File: src/rtl/ccu_ctrl_pkg.sv
// rtl/ccu_ctrl_pkg.sv - shared CCU control-path types and helpers
package ccu_ctrl_pkg;

  localparam int unsigned CdDataWidth = 64;

  typedef struct packed {
    logic [CdDataWidth-1:0] data;
    logic                   last;
  } snoop_cd_t;

  typedef enum logic {
    IDLE = 1'b0,
    XFER = 1'b1
  } cd_router_state_e;

  // Index width that stays legal for a single-entry range.
  function automatic int unsigned idx_width(input int unsigned n);
    return (n > 1) ? $clog2(n) : 1;
  endfunction

endpackage

File: src/rtl/ccu_cd_router_if.sv
// rtl/ccu_cd_router_if.sv - command, master-port CD and sink-side bundle of the CD router
interface ccu_cd_router_if #(
  parameter int unsigned NoMstPorts = 4,
  parameter int unsigned NoSinks    = 2
);
  localparam int unsigned PortW = ccu_ctrl_pkg::idx_width(NoMstPorts);

  logic                                     cmd_valid_i;
  logic                                     cmd_ready_o;
  logic [PortW-1:0]                         cmd_port_i;
  logic [NoSinks-1:0]                       cmd_sinks_i;
  ccu_ctrl_pkg::snoop_cd_t [NoMstPorts-1:0] cd_i;
  logic [NoMstPorts-1:0]                    cd_valid_i;
  logic [NoMstPorts-1:0]                    cd_ready_o;
  ccu_ctrl_pkg::snoop_cd_t                  sink_cd_o;
  logic [NoSinks-1:0]                       sink_valid_o;
  logic [NoSinks-1:0]                       sink_ready_i;
  logic                                     sink_last_o;
  logic [PortW-1:0]                         sink_port_o;
  logic                                     busy_o;
  logic                                     err_o;

  modport master (
    output cmd_valid_i, cmd_port_i, cmd_sinks_i, cd_i, cd_valid_i, sink_ready_i,
    input  cmd_ready_o, cd_ready_o, sink_cd_o, sink_valid_o, sink_last_o,
           sink_port_o, busy_o, err_o
  );

  modport slave (
    input  cmd_valid_i, cmd_port_i, cmd_sinks_i, cd_i, cd_valid_i, sink_ready_i,
    output cmd_ready_o, cd_ready_o, sink_cd_o, sink_valid_o, sink_last_o,
           sink_port_o, busy_o, err_o
  );
endinterface

File: src/rtl/ccu_cd_router_fifo.sv
// rtl/ccu_cd_router_fifo.sv - route-command queue, registered output (not fall-through)
module ccu_cd_router_fifo #(
  parameter int unsigned Depth = 2,
  parameter int unsigned Width = 8
) (
  input  logic             clk_i,
  input  logic             rst_i,
  input  logic             push_i,
  input  logic [Width-1:0] data_i,
  input  logic             pop_i,
  output logic [Width-1:0] data_o,
  output logic             full_o,
  output logic             empty_o
);
  localparam int unsigned PtrW = ccu_ctrl_pkg::idx_width(Depth);
  localparam int unsigned CntW = $clog2(Depth + 1);
  localparam logic [PtrW-1:0] LastPtr = PtrW'(Depth - 1);

  logic [Width-1:0] mem_q [Depth];
  logic [Width-1:0] mem_d [Depth];
  logic [PtrW-1:0]  rd_ptr_q, rd_ptr_d, wr_ptr_q, wr_ptr_d;
  logic [CntW-1:0]  cnt_q, cnt_d;
  logic             push_ok, pop_ok;

  assign full_o  = (cnt_q == CntW'(Depth));
  assign empty_o = (cnt_q == '0);
  assign data_o  = mem_q[rd_ptr_q];
  // A push against a full queue is refused even when a pop frees a slot this cycle.
  assign push_ok = push_i & ~full_o;
  assign pop_ok  = pop_i & ~empty_o;

  always_comb begin
    mem_d    = mem_q;
    rd_ptr_d = rd_ptr_q;
    wr_ptr_d = wr_ptr_q;
    cnt_d    = cnt_q;
    if (push_ok) begin
      mem_d[wr_ptr_q] = data_i;
      wr_ptr_d        = (wr_ptr_q == LastPtr) ? '0 : wr_ptr_q + PtrW'(1);
    end
    if (pop_ok) begin
      rd_ptr_d = (rd_ptr_q == LastPtr) ? '0 : rd_ptr_q + PtrW'(1);
    end
    case ({push_ok, pop_ok})
      2'b10:   cnt_d = cnt_q + CntW'(1);
      2'b01:   cnt_d = cnt_q - CntW'(1);
      default: cnt_d = cnt_q;
    endcase
  end

  always_ff @(posedge clk_i) begin
    if (rst_i) begin
      rd_ptr_q <= '0;
      wr_ptr_q <= '0;
      cnt_q    <= '0;
    end else begin
      rd_ptr_q <= rd_ptr_d;
      wr_ptr_q <= wr_ptr_d;
      cnt_q    <= cnt_d;
    end
    mem_q <= mem_d;
  end
endmodule

File: src/rtl/ccu_cd_router.sv
// rtl/ccu_cd_router.sv - command-driven CD crossbar: one line from a master port to a sink subset
module ccu_cd_router
  import ccu_ctrl_pkg::*;
#(
  parameter int unsigned NoMstPorts      = 4,
  parameter int unsigned NoSinks         = 2,
  parameter int unsigned DcacheLineWords = 2,
  parameter int unsigned CmdDepth        = 2
) (
  input logic              clk_i,
  input logic              rst_i,
  ccu_cd_router_if.slave   bus
);
  localparam int unsigned PortW = idx_width(NoMstPorts);
  localparam int unsigned CntW  = idx_width(DcacheLineWords);
  localparam logic [CntW-1:0] LastCnt = CntW'(DcacheLineWords - 1);

  typedef struct packed {
    logic [PortW-1:0]   port;
    logic [NoSinks-1:0] sinks;
  } cmd_t;

  cmd_t               cmd_in, cmd_head;
  logic               fifo_full, fifo_empty, fifo_pop;
  cd_router_state_e   state_q, state_d;
  logic [PortW-1:0]   port_q, port_d;
  logic [NoSinks-1:0] sinks_q, sinks_d, taken_q, taken_d;
  logic [CntW-1:0]    cnt_q, cnt_d;
  logic               xfer, cur_valid, done, hs, last_beat;
  logic [NoSinks-1:0] sink_valid;
  snoop_cd_t          cur_cd;

  assign cmd_in.port  = bus.cmd_port_i;
  assign cmd_in.sinks = bus.cmd_sinks_i;

  ccu_cd_router_fifo #(
    .Depth (CmdDepth),
    .Width ($bits(cmd_t))
  ) u_cmd_fifo (
    .clk_i   (clk_i),
    .rst_i   (rst_i),
    .push_i  (bus.cmd_valid_i),
    .data_i  (cmd_in),
    .pop_i   (fifo_pop),
    .data_o  (cmd_head),
    .full_o  (fifo_full),
    .empty_o (fifo_empty)
  );

  assign xfer       = (state_q == XFER);
  assign cur_cd     = bus.cd_i[port_q];
  assign cur_valid  = xfer & bus.cd_valid_i[port_q];
  // Sinks already holding this beat, or not addressed, no longer gate the source.
  assign done       = &(~sinks_q | taken_q | bus.sink_ready_i);
  assign last_beat  = (cnt_q == LastCnt);
  assign hs         = cur_valid & done;
  assign fifo_pop   = ~fifo_empty & (~xfer | (hs & last_beat));
  assign sink_valid = {NoSinks{cur_valid}} & sinks_q & ~taken_q;

  assign bus.cmd_ready_o  = ~fifo_full;
  assign bus.sink_valid_o = sink_valid;
  assign bus.sink_cd_o    = xfer ? cur_cd : '0;
  assign bus.sink_last_o  = xfer & last_beat;
  assign bus.sink_port_o  = port_q;
  assign bus.busy_o       = xfer;
  assign bus.err_o        = hs & (cur_cd.last != last_beat);

  always_comb begin
    bus.cd_ready_o = '0;
    if (xfer) begin
      bus.cd_ready_o[port_q] = done;
    end
  end

  always_comb begin
    state_d = state_q;
    port_d  = port_q;
    sinks_d = sinks_q;
    cnt_d   = cnt_q;
    taken_d = taken_q;
    if (fifo_pop) begin
      state_d = XFER;
      port_d  = cmd_head.port;
      sinks_d = cmd_head.sinks;
      cnt_d   = '0;
      taken_d = '0;
    end else if (hs && last_beat) begin
      state_d = IDLE;
      cnt_d   = '0;
      taken_d = '0;
    end else if (hs) begin
      cnt_d   = cnt_q + CntW'(1);
      taken_d = '0;
    end else if (xfer) begin
      taken_d = taken_q | (sinks_q & sink_valid & bus.sink_ready_i);
    end
  end

  always_ff @(posedge clk_i) begin
    if (rst_i) begin
      state_q <= IDLE;
      port_q  <= '0;
      sinks_q <= '0;
      cnt_q   <= '0;
      taken_q <= '0;
    end else begin
      state_q <= state_d;
      port_q  <= port_d;
      sinks_q <= sinks_d;
      cnt_q   <= cnt_d;
      taken_q <= taken_d;
    end
  end
endmodule
File: src/flat_wrapper.sv
// flat-port wrapper written by rule: the top's interface ports become plain ports
module ccu_cd_router_flat import ccu_ctrl_pkg::*;
#(
  parameter int unsigned NoMstPorts      = 4,
  parameter int unsigned NoSinks         = 2,
  parameter int unsigned DcacheLineWords = 2,
  parameter int unsigned CmdDepth        = 2
)
  (clk_i, rst_i, bus_cmd_valid_i, bus_cmd_port_i, bus_cmd_sinks_i, bus_cd_i, bus_cd_valid_i, bus_sink_ready_i, bus_cmd_ready_o, bus_cd_ready_o, bus_sink_cd_o, bus_sink_valid_o, bus_sink_last_o, bus_sink_port_o, bus_busy_o, bus_err_o);
  ccu_cd_router_if #(.NoMstPorts(NoMstPorts), .NoSinks(NoSinks)) bus_i ();
  input logic clk_i;
  input logic rst_i;
  input wire logic [$bits(bus_i.cmd_valid_i)-1:0] bus_cmd_valid_i;
  input wire logic [$bits(bus_i.cmd_port_i)-1:0] bus_cmd_port_i;
  input wire logic [$bits(bus_i.cmd_sinks_i)-1:0] bus_cmd_sinks_i;
  input wire logic [$bits(bus_i.cd_i)-1:0] bus_cd_i;
  input wire logic [$bits(bus_i.cd_valid_i)-1:0] bus_cd_valid_i;
  input wire logic [$bits(bus_i.sink_ready_i)-1:0] bus_sink_ready_i;
  output wire logic [$bits(bus_i.cmd_ready_o)-1:0] bus_cmd_ready_o;
  output wire logic [$bits(bus_i.cd_ready_o)-1:0] bus_cd_ready_o;
  output wire logic [$bits(bus_i.sink_cd_o)-1:0] bus_sink_cd_o;
  output wire logic [$bits(bus_i.sink_valid_o)-1:0] bus_sink_valid_o;
  output wire logic [$bits(bus_i.sink_last_o)-1:0] bus_sink_last_o;
  output wire logic [$bits(bus_i.sink_port_o)-1:0] bus_sink_port_o;
  output wire logic [$bits(bus_i.busy_o)-1:0] bus_busy_o;
  output wire logic [$bits(bus_i.err_o)-1:0] bus_err_o;
  assign bus_i.cmd_valid_i = bus_cmd_valid_i;
  assign bus_i.cmd_port_i = bus_cmd_port_i;
  assign bus_i.cmd_sinks_i = bus_cmd_sinks_i;
  assign bus_i.cd_i = bus_cd_i;
  assign bus_i.cd_valid_i = bus_cd_valid_i;
  assign bus_i.sink_ready_i = bus_sink_ready_i;
  assign bus_cmd_ready_o = bus_i.cmd_ready_o;
  assign bus_cd_ready_o = bus_i.cd_ready_o;
  assign bus_sink_cd_o = bus_i.sink_cd_o;
  assign bus_sink_valid_o = bus_i.sink_valid_o;
  assign bus_sink_last_o = bus_i.sink_last_o;
  assign bus_sink_port_o = bus_i.sink_port_o;
  assign bus_busy_o = bus_i.busy_o;
  assign bus_err_o = bus_i.err_o;
  ccu_cd_router #(.NoMstPorts(NoMstPorts), .NoSinks(NoSinks), .DcacheLineWords(DcacheLineWords), .CmdDepth(CmdDepth)) u_core (.clk_i(clk_i), .rst_i(rst_i), .bus(bus_i));
endmodule
File: config.mk
export PLATFORM = sky130hd
export DESIGN_NAME = ccu_cd_router_flat
export DESIGN_NICKNAME = d
export VERILOG_FILES = /design/src/rtl/ccu_ctrl_pkg.sv /design/src/rtl/ccu_cd_router_if.sv /design/src/rtl/ccu_cd_router_fifo.sv /design/src/rtl/ccu_cd_router.sv /design/src/flat_wrapper.sv
export SDC_FILE = /design/constraint.sdc
export NUM_CORES = 1
export LEC_CHECK = 0
export ABC_AREA = 1
export CAP_MARGIN = 40
export CORE_AREA = 2 2 135 137
export DETAILED_ROUTE_END_ITERATION = 8
export DIE_AREA = 0 0 137 139
export HOLD_SLACK_MARGIN = 0.08
export PLACE_DENSITY = 0.64
export RECOVER_POWER = 50
export SYNTH_ARGS = -nofsm -noshare
export SYNTH_HDL_FRONTEND = slang
export SYNTH_SLANG_ARGS = --single-unit
File: constraint.sdc
create_clock -name clk_i -period 3.7 [get_ports clk_i]
set_clock_uncertainty 0.15 [all_clocks]
set_input_delay 1.11 -clock clk_i [delete_from_list [all_inputs] [get_ports clk_i]]
set_output_delay 1.11 -clock clk_i [all_outputs]
set_load 0.02 [all_outputs]
==> flow_summary.ini <==
[status]
outcome = finished clean

[power]
switching_share = 0.522
pwr-share-seq = 0.107
ir_drop_v = 0.000387
power.density_nw_per_um2 = 548
total_leakage_power_nw = 2.45
p_total_mw = 3.49
clkPwrFrac = 0.086
pwr-share-comb = 0.807
switching_power_mw = 1.82
p_int_mw = 1.67

[logic_synthesis]
synth_seq_cells = 20
yosys-top-cells-count = nand2_1, a22oi_1, a31oi_1
synth_area_um2 = 2570
synth_cells = 418
synth_area_leaders = nand2_1, a22oi_1, a31oi_1
async_reset_ff_frac = 0
synth_most_common_cell = nand2_1
yosysSeqAreaShare = 0.187
post_synth.cell_area_avg_um2 = 6.14
synth.largest_area_cell = nand2_1
synth_edf_count = 8
synth.distinct_cells = 25
yosysTopAreaCellShare = 0.230
syn_nets = 692
synth_ff_type = dfxtp_1
synth_warnings = 0

[detailed_routing]
postRouteAntennaNets = 0
drc = 0
routedWlPerCell_um = 17.4
vias = 4434
viasPerCell = 4.51
drtIter0Drc = 201
routed_wl_mm = 17.1
dr.pass1.iters = 4

[place]
placed_area_um2 = 6430
gp_congestion = 0.862
dpl_worst_slack_ns = -0.424
dp_hpwl_mm = 13.5
portBuffers = 349

[global_routing]
antenna_found_initial = 0
grt_pass1_wl_mm = 24.8
track_usage = 0.164
grt_pass1_vias = 4469
grt.overflow.total = 0
grt_max_degree = 65

[worst_setup_path]
end_kind = output pin
r2r_slack_ns = 1.32
crit_path_end = bus_sink_cd_o[22]
cp.required_ns = 2.44
cp-start-kind = input port
reg2reg_to = u_core.u_cmd_fifo.cnt_q[1]$_SDFFE_PP0P_
path_class = input port to output pin
crit-reg2reg-launch = u_core.bus.sink_port_o[0]$_SDFFE_PP0P_
worstSetupStartpoint = bus_cd_i[22]
worstPathArrival_ns = 2.41
ff2ff_path_depth = 15
cp_max_fo = 1

[hold_path]
hold_start = u_core.u_cmd_fifo.cnt_q[1]$_SDFFE_PP0P_
min_path_type = register to register

[clock_tree]
cts_tree = done
cts.clk_slew.worst_paths_ns = 0.06
cts.htree.levels = 1
post_cts_buffers = 0
clock_latency_ns = 0.25
cts_buffers = 3
cts_sinks = 20
cts_root_buf = clkbuf_16
cts_buffer_depth = 2
cts.hold.buffers_added = 0

[final_layout]
nets = 1030
fillers = 1879
area_growth_syn_to_layout_pct = 148
drive_gt1_frac = 0.0675
num_antenna_cells = 0
design_area_um2 = 6360

[die]
die-area_um2 = 19000
fp.coreArea_um2 = 17700
die_w_um = 137
die_y_um = 139
core.rowCount = 49
io_pins = 350
start_util = 0.145

[sta]
hold_viol = 0
whs_ns = 0.351
timing.final.crit_share = 0.993
finalMaxSlewViolations = 0
setup_ws_ns = 0.0258
fmax_ghz = 0.272
worst_slew_pin_slew_ns = 0.497
period_needed_ns = 3.67
setup_viol = 0
timing.slew.headroom = 0.667

[job]
drv_cap = 0
[critical path, stage by stage]
cell and delay (ns):
clkdlybuf4s50_1 0.45, a22oi_1 0.08, a31oi_1 0.14, clkdlybuf4s50_1 0.63
[placed cells by master (no fill, tap or decap), drive strengths merged]
| cell | synthesis | final |
|---|---|---|
| dlygate4sd3 | 0 | 9 |
| dfxtp | 12 | 12 |
| inv | 19 | 19 |
| nor3 | 6 | 6 |
| xor2 | 1 | 1 |
| ha | 1 | 1 |
| nand3b | 1 | 1 |
| clkbuf | 5 | 21 |
| nor2 | 21 | 21 |
| nand3 | 7 | 7 |
| dlymetal6s2s | 0 | 2 |
| buf | 32 | 28 |
| a31oi | 65 | 65 |
| nand2 | 161 | 161 |
| mux2 | 4 | 4 |
| o21ai | 4 | 4 |
| a21oi | 6 | 6 |
| clkdlybuf4s50 | 0 | 270 |
| a22oi | 65 | 65 |
| bufinv | 0 | 1 |
| edfxtp | 8 | 8 |
| dlygate4sd2 | 0 | 43 |
[per-layer routing]
layer  GRT usage  vias to the layer above  routed length [um]
met2       0.289                      240                8210
met3      0.0387                       23                1780
met1       0.203                     1998                6850
met4      0.0315                        0                 261
met5           0                        -                   0
li1            -                     2173                   -
[sequential cells by signal, summed over array words and instances, names as in the netlist]
| signal | count |
|---|---|
| u_core.bus.busy_o | 1 |
| u_core.bus.sink_port_o | 2 |
| u_core.cnt_q | 1 |
| u_core.sinks_q | 2 |
| u_core.taken_q | 2 |
| u_core.u_cmd_fifo.cnt_q | 2 |
| u_core.u_cmd_fifo.mem_q | 8 |
| u_core.u_cmd_fifo.rd_ptr_q | 1 |
| u_core.u_cmd_fifo.wr_ptr_q | 1 |
[cell families (layout without fill, tap and decap cells)]
family          after synthesis  count (layout)  share of synthesized area
simple gates                196             196                      0.308
xor+xnor                      1               1                    0.00341
flops                        20              20                      0.187
mux                           4               4                     0.0175
compound gates              140             140                      0.368
fa+ha+maj                     1               1                    0.00487
buf+inv                      56             393                      0.111
[stage by stage]
| stage | util | cells | setup TNS [ns] |
|---|---|---|---|
| floorplan | - | 418 | 0 |
| finish | 0.360 | 984 | 0 |
| global placement | 0.364 | 980 | -4.98 |
| CTS | 0.367 | 984 | 0 |
| detailed placement | 0.364 | 980 | -4.74 |
| global route | 0.360 | 984 | -0.00773 |
[cell type report]
cell class	instances	area (um^2)	share of cell area
tap	229	287	0.0450
multi-input combinational	342	1830	0.287
clock buffer	3	75.1	0.0118
sequential	20	483	0.0759
clock inverter	1	30.0	0.00472
inverter	19	76.3	0.0120
timing repair buffer	370	3580	0.563
[worst min path at each step]
stage	endpoint	cells after the start	slack [ns]
2_1_floorplan	u_core.u_cmd_fifo.cnt_q[1]$_SDFFE_PP0P_	2	0.31
3_5_place_dp	u_core.u_cmd_fifo.cnt_q[1]$_SDFFE_PP0P_	2	0.34
4_1_cts	u_core.u_cmd_fifo.cnt_q[1]$_SDFFE_PP0P_	2	0.35
3_3_place_gp	u_core.u_cmd_fifo.cnt_q[1]$_SDFFE_PP0P_	2	0.33
6_report	u_core.u_cmd_fifo.cnt_q[1]$_SDFFE_PP0P_	2	0.35
5_1_grt	u_core.u_cmd_fifo.cnt_q[1]$_SDFFE_PP0P_	2	0.41
[power groups by stage]
stage	Combinational (mW)	Sequential [mW]	Clock (mW)
2_1_floorplan	1.61	0.352	0
3_3_place_gp	3.04	0.374	0
3_5_place_dp	3.05	0.375	0
4_1_cts	2.94	0.371	0.302
5_1_grt	3.04	0.383	0.314
6_report	2.82	0.373	0.299
[what timing repair did]
item | in CTS | in global routing
endpoints found under the setup margin | 50 | 22
pin swaps | 1 | 1
resized for setup | 73 | 25
gates cloned | 0 | 0
Power figures use the tool's default switching activity.
